[config.mk]
export PLATFORM = sky130hd
export DESIGN_NAME = seg_axi_regs
export DESIGN_NICKNAME = d
export VERILOG_FILES = /design/src/rtl/seg_axi_pkg.sv /design/src/rtl/seg_axi_wr_ctrl.sv /design/src/rtl/seg_axi_regs.sv
export SDC_FILE = /design/constraint.sdc
export NUM_CORES = 1
export LEC_CHECK = 0
export ABC_AREA = 1
export BUFFER_PORTS_ARGS = -buffer_cell sky130_fd_sc_hd__buf_2
export CAP_MARGIN = 15
export CORE_MARGIN = 5
export CORE_UTILIZATION = 49
export DETAILED_ROUTE_END_ITERATION = 10
export PLACE_DENSITY = 0.77
export SETUP_SLACK_MARGIN = 0.1
export SYNTH_ARGS = -nofsm -noshare
export SYNTH_HDL_FRONTEND = slang
export SYNTH_HIERARCHICAL = 1
export SYNTH_SLANG_ARGS = --single-unit
[constraint.sdc]
create_clock -name s_axi_aclk -period 1.7 [get_ports s_axi_aclk]
set_input_delay 0 -clock s_axi_aclk [delete_from_list [all_inputs] [get_ports s_axi_aclk]]
set_output_delay 0 -clock s_axi_aclk [all_outputs]
set_load 0.05 [all_outputs]
[src/rtl/seg_axi_pkg.sv]
// Shared register-map constants, response codes and the write-commit bundle
// passed from the write controller to the register file.
package seg_axi_pkg;

  localparam logic [1:0] ADDR_DATA   = 2'd0;
  localparam logic [1:0] ADDR_STATUS = 2'd1;

  localparam logic [1:0] RESP_OKAY   = 2'b00;
  localparam logic [1:0] RESP_SLVERR = 2'b10;

  typedef struct packed {
    logic [1:0]  addr;
    logic [31:0] data;
    logic [3:0]  strb;
  } wr_cmd_t;

  function automatic logic [1:0] resp_for(input logic [1:0] addr);
    return (addr == ADDR_DATA || addr == ADDR_STATUS) ? RESP_OKAY : RESP_SLVERR;
  endfunction

endpackage

[src/rtl/seg_axi_wr_ctrl.sv]
// AXI4-Lite write path: independent AW/W holding registers, commit strobe
// toward the register file, and the B response channel.
module seg_axi_wr_ctrl
  import seg_axi_pkg::*;
(
  input  logic        clk,
  input  logic        rst,
  input  logic [1:0]  awaddr,
  input  logic        awvalid,
  output logic        awready,
  input  logic [31:0] wdata,
  input  logic [3:0]  wstrb,
  input  logic        wvalid,
  output logic        wready,
  output logic [1:0]  bresp,
  output logic        bvalid,
  input  logic        bready,
  output logic        commit,
  output wr_cmd_t     cmd
);

  logic        aw_held_q, aw_held_d;
  logic        w_held_q, w_held_d;
  logic        bvalid_q, bvalid_d;
  logic [1:0]  bresp_q, bresp_d;
  logic [1:0]  addr_q, addr_d;
  logic [31:0] data_q, data_d;
  logic [3:0]  strb_q, strb_d;

  always_comb begin
    // Ready is forced low while reset is held so nothing is accepted then.
    awready   = !rst && !aw_held_q && !bvalid_q;
    wready    = !rst && !w_held_q && !bvalid_q;
    commit    = aw_held_q && w_held_q && !bvalid_q;
    aw_held_d = aw_held_q;
    w_held_d  = w_held_q;
    bvalid_d  = bvalid_q;
    bresp_d   = bresp_q;
    addr_d    = addr_q;
    data_d    = data_q;
    strb_d    = strb_q;
    if (awvalid && awready) begin
      aw_held_d = 1'b1;
      addr_d    = awaddr;
    end
    if (wvalid && wready) begin
      w_held_d = 1'b1;
      data_d   = wdata;
      strb_d   = wstrb;
    end
    if (commit) begin
      aw_held_d = 1'b0;
      w_held_d  = 1'b0;
      bvalid_d  = 1'b1;
      bresp_d   = resp_for(addr_q);
    end else if (bvalid_q && bready) begin
      bvalid_d = 1'b0;
    end
  end

  always_ff @(posedge clk) begin
    if (rst) begin
      aw_held_q <= 1'b0;
      w_held_q  <= 1'b0;
      bvalid_q  <= 1'b0;
      bresp_q   <= RESP_OKAY;
      addr_q    <= '0;
      data_q    <= '0;
      strb_q    <= '0;
    end else begin
      aw_held_q <= aw_held_d;
      w_held_q  <= w_held_d;
      bvalid_q  <= bvalid_d;
      bresp_q   <= bresp_d;
      addr_q    <= addr_d;
      data_q    <= data_d;
      strb_q    <= strb_d;
    end
  end

  assign bvalid = bvalid_q;
  assign bresp  = bresp_q;
  assign cmd    = '{addr: addr_q, data: data_q, strb: strb_q};

endmodule

[src/rtl/seg_axi_regs.sv]
// AXI4-Lite register block feeding the seven-segment display: DATA register,
// committed-write counter in STATUS, read channel and display update strobe.
module seg_axi_regs
  import seg_axi_pkg::*;
#(
  parameter int seg_width          = 16,
  parameter int C_S_AXI_ADDR_WIDTH = 4,
  parameter int C_S_AXI_DATA_WIDTH = 32
) (
  input  logic                            s_axi_aclk,
  input  logic                            s_axi_areset,
  input  logic [C_S_AXI_ADDR_WIDTH-1:0]   s_axi_awaddr,
  input  logic                            s_axi_awvalid,
  output logic                            s_axi_awready,
  input  logic [C_S_AXI_DATA_WIDTH-1:0]   s_axi_wdata,
  input  logic [C_S_AXI_DATA_WIDTH/8-1:0] s_axi_wstrb,
  input  logic                            s_axi_wvalid,
  output logic                            s_axi_wready,
  output logic [1:0]                      s_axi_bresp,
  output logic                            s_axi_bvalid,
  input  logic                            s_axi_bready,
  input  logic [C_S_AXI_ADDR_WIDTH-1:0]   s_axi_araddr,
  input  logic                            s_axi_arvalid,
  output logic                            s_axi_arready,
  output logic [C_S_AXI_DATA_WIDTH-1:0]   s_axi_rdata,
  output logic [1:0]                      s_axi_rresp,
  output logic                            s_axi_rvalid,
  input  logic                            s_axi_rready,
  output logic [seg_width-1:0]            seg_wdata,
  output logic                            seg_wvalid
);

  logic    commit;
  wr_cmd_t cmd;

  logic [seg_width-1:0]          data_q, data_d;
  logic [15:0]                   wr_count_q, wr_count_d;
  logic                          seg_wvalid_q, seg_wvalid_d;
  logic                          rvalid_q, rvalid_d;
  logic [C_S_AXI_DATA_WIDTH-1:0] rdata_q, rdata_d;
  logic [1:0]                    rresp_q, rresp_d;
  logic [C_S_AXI_DATA_WIDTH-1:0] rd_word;
  logic                          effective;
  logic                          unused_bits;

  seg_axi_wr_ctrl u_wr_ctrl (
    .clk     (s_axi_aclk),
    .rst     (s_axi_areset),
    .awaddr  (s_axi_awaddr[3:2]),
    .awvalid (s_axi_awvalid),
    .awready (s_axi_awready),
    .wdata   (s_axi_wdata),
    .wstrb   (s_axi_wstrb),
    .wvalid  (s_axi_wvalid),
    .wready  (s_axi_wready),
    .bresp   (s_axi_bresp),
    .bvalid  (s_axi_bvalid),
    .bready  (s_axi_bready),
    .commit  (commit),
    .cmd     (cmd)
  );

  always_comb begin
    data_d       = data_q;
    wr_count_d   = wr_count_q;
    seg_wvalid_d = 1'b0;
    effective    = 1'b0;
    // Only strobes for bytes that exist in the DATA register count as a write.
    if (commit && cmd.addr == ADDR_DATA) begin
      for (int unsigned i = 0; i < seg_width / 8; i++) begin
        if (cmd.strb[i]) begin
          data_d[i*8 +: 8] = cmd.data[i*8 +: 8];
          effective        = 1'b1;
        end
      end
      if (effective) begin
        wr_count_d   = wr_count_q + 16'd1;
        seg_wvalid_d = 1'b1;
      end
    end
  end

  always_comb begin
    s_axi_arready = !s_axi_areset && !rvalid_q;
    rd_word       = '0;
    case (s_axi_araddr[3:2])
      ADDR_DATA:   rd_word[seg_width-1:0] = data_q;
      ADDR_STATUS: rd_word[15:0]          = wr_count_q;
      default:     ;
    endcase
    rvalid_d = rvalid_q;
    rdata_d  = rdata_q;
    rresp_d  = rresp_q;
    if (s_axi_arvalid && s_axi_arready) begin
      rvalid_d = 1'b1;
      rdata_d  = rd_word;
      rresp_d  = resp_for(s_axi_araddr[3:2]);
    end else if (rvalid_q && s_axi_rready) begin
      rvalid_d = 1'b0;
    end
  end

  always_ff @(posedge s_axi_aclk) begin
    if (s_axi_areset) begin
      data_q       <= '0;
      wr_count_q   <= '0;
      seg_wvalid_q <= 1'b0;
      rvalid_q     <= 1'b0;
      rdata_q      <= '0;
      rresp_q      <= RESP_OKAY;
    end else begin
      data_q       <= data_d;
      wr_count_q   <= wr_count_d;
      seg_wvalid_q <= seg_wvalid_d;
      rvalid_q     <= rvalid_d;
      rdata_q      <= rdata_d;
      rresp_q      <= rresp_d;
    end
  end

  assign seg_wdata    = data_q;
  assign seg_wvalid   = seg_wvalid_q;
  assign s_axi_rvalid = rvalid_q;
  assign s_axi_rdata  = rdata_q;
  assign s_axi_rresp  = rresp_q;
  assign unused_bits  = ^{s_axi_awaddr, s_axi_araddr, cmd};

endmodule

==> impl_metrics.tcl <==
set metrics [dict create \
    required_ns 1.95 \
    drt-wirelength-per-cell_um 11.6 \
    wl_mm 8.42 \
    p_total_w 0.00426 \
    power.internal_w 0.00305 \
    r2r-start "u_wr_ctrl/bvalid" \
    p_switching_w 0.00121 \
    syn_inst 539 \
    fin_crit_ns 1.52 \
    crit_arrival_ns 1.77 \
    rsz0062_at_grt "no" \
    crit_start "u_wr_ctrl/bvalid" \
    fp-row-count 31 \
    fp.coreArea_mm2 0.00729 \
    status "finished clean" \
    insertion_delay_ns 0.35 \
    vias 3333 \
    reg2reg_slack_ns 0.18 \
    cpLargestDelayFamily "buffers and inverters" \
    io-pin-count 109 \
    antenna_cells 0 \
    path_max_fanout 10 \
    setup_viol 0 \
    first_pass_iters 4 \
    timing.final.crit_share 0.893 \
    finClkSkew_ns 0.00793 \
    fillers 706 \
    dp_hpwl_mm 6.34 \
    drt-initial-drc-count 145 \
    antenna_found_initial 0 \
    hold_class "input port to flip-flop" \
    worst_pin_slew_ns 0.556 \
    grt_pass1_wl_mm 14.5 \
    reg2reg_depth 5 \
    path_clk_slew_ns 0.07 \
    drc_errors 0 \
    grt_overflow 0 \
    nNetsFinal 674 \
    drive_above_1_share 0.180 \
    grt_usage 0.184 \
    final.setup.tns_ns 0 \
    max_cap_violations 0 \
    grt_max_degree 26 \
    initial_utilization 0.506 \
    cts_setup_buffers 0 \
    whs_ns 0.0289 \
    numPortBuffers 68 \
    hold_violations 0 \
    slew_headroom 0.630 \
    cpMaxStageDelayCell "dlygate4sd3_1" \
    vias_per_cell 4.59 \
    swShare 0.284 \
    pwr-share-comb 0.167 \
    cts_buffers 9 \
    slew_viol_final 0 \
    die-area_mm2 0.00937 \
    powerDensity_mw_per_mm2 955 \
    cts.path.max_buffers 2 \
    die_w_um 96.8 \
    worstHoldStart "s_axi_areset" \
    h-tree-depth 3 \
    peakVddDrop_uv 435 \
    pwr-share-clk 0.391 \
    path_depth 5 \
    grt_pass1_vias 3215 \
    drtAntennaViolNets 0 \
    syn_area_mm2 0.00369 \
    yosys_warnings 6 \
    cts-root-buf "clkbuf_8" \
    critPathCapture "u_wr_ctrl/addr_q[1]" \
    worstPathCellList "nor2_4 -> nand4_1 -> dlygate4sd3_1 -> nand2_1 -> nor2_1" \
    worstSetupStartpointType "flip-flop" \
    end_kind "flip-flop" \
    fmax_mhz 658 \
    syn_avg_cell_area_um2 6.85 \
    timing.rr.end "u_wr_ctrl/addr_q[1]" \
    area.growth.synth_to_final_pct 20.9 \
    critPathBufInv 1 \
    p_leak_nw 2.20 \
    clock-sinks 75 \
    cpPeakStageDelay_ns 0.58 \
    seqPwrFrac 0.443 \
    die_h_um 96.8 \
    cts_tree "built" \
    crit_type "flip-flop to flip-flop" \
    gp_congestion 0.882 \
]
## worst min path at each step
stage | end | slack, ns | cells past startpoint
CTS | seg_wvalid | 0.01 | 2
floorplan | s_axi_arready | 0.06 | 1
finish | seg_wvalid | 0.03 | 2
detailed placement | s_axi_rvalid | 0.20 | 2
global route | seg_wvalid | 0.03 | 2
global placement | s_axi_rvalid | 0.20 | 2
## power groups by stage
stage	combinational, W	sequential (W)	clock (W)
2_1_floorplan	0.000424	0.00208	0
4_1_cts	0.000708	0.00189	0.00170
3_3_place_gp	0.000657	0.00193	0
5_1_grt	0.000781	0.00190	0.00178
6_report	0.000710	0.00189	0.00167
3_5_place_dp	0.000669	0.00193	0
## repair_timing
item                                   in CTS  in global routing
endpoints found under the hold margin      21                  0
setup endpoints to repair                   0                 16
resized for setup                           0                  6
hold buffers                               22                  0
## layout by cell type (no fill, tap or decap), drive strengths merged
cell type    instances
dlygate4sd3         22
a21oi               45
buf                 79
clkinvlp             3
nand4               23
nor3                 6
or2                  1
bufinv               3
ha                   1
nand3               24
dfxtp               75
nand2               83
inv                108
o21ai               30
clkinv               2
o22ai                8
xor2                 2
conb                18
nor2                84
clkbuf              10
## area by class of cell
type / count / area (um^2) / share of cell area
repair buffers: 101 / 643 / 0.144
inverters: 110 / 413 / 0.0925
multi-input cells: 325 / 1530 / 0.343
clock inverters: 6 / 113 / 0.0252
flip-flops and latches: 75 / 1500 / 0.337
clock buffers: 10 / 138 / 0.0308
well taps: 99 / 124 / 0.0277
## metal layers
layer  share of wire  vias up  track usage
li1                -     1795            -
met1            0.44     1437        0.218
met2            0.49       93        0.314
met3           0.062        8       0.0583
met4          0.0088        0       0.0572
met5               0        -            0
## state kept, by name, summed over array words and instances, names as in the netlist, 2 cells and up
register	cells
s_axi_rdata	16
seg_wdata	16
u_wr_ctrl/addr_q	2
u_wr_ctrl/data_q	16
u_wr_ctrl/strb_q	2
wr_count_q	16
## per-stage QoR
stage / area, um^2 / utilization / worst slack, ns / cells
after floorplan: 3760 / - / 0.109 / 555
after global placement: 3990 / 0.547 / 0.225 / 688
after detailed placement: 3990 / 0.547 / 0.159 / 688
after CTS: 4460 / 0.611 / 0.137 / 726
after global routing: 4470 / 0.612 / 0.100 / 726
final: 4470 / 0.612 / 0.181 / 726
(Power assumes the default switching activity.)
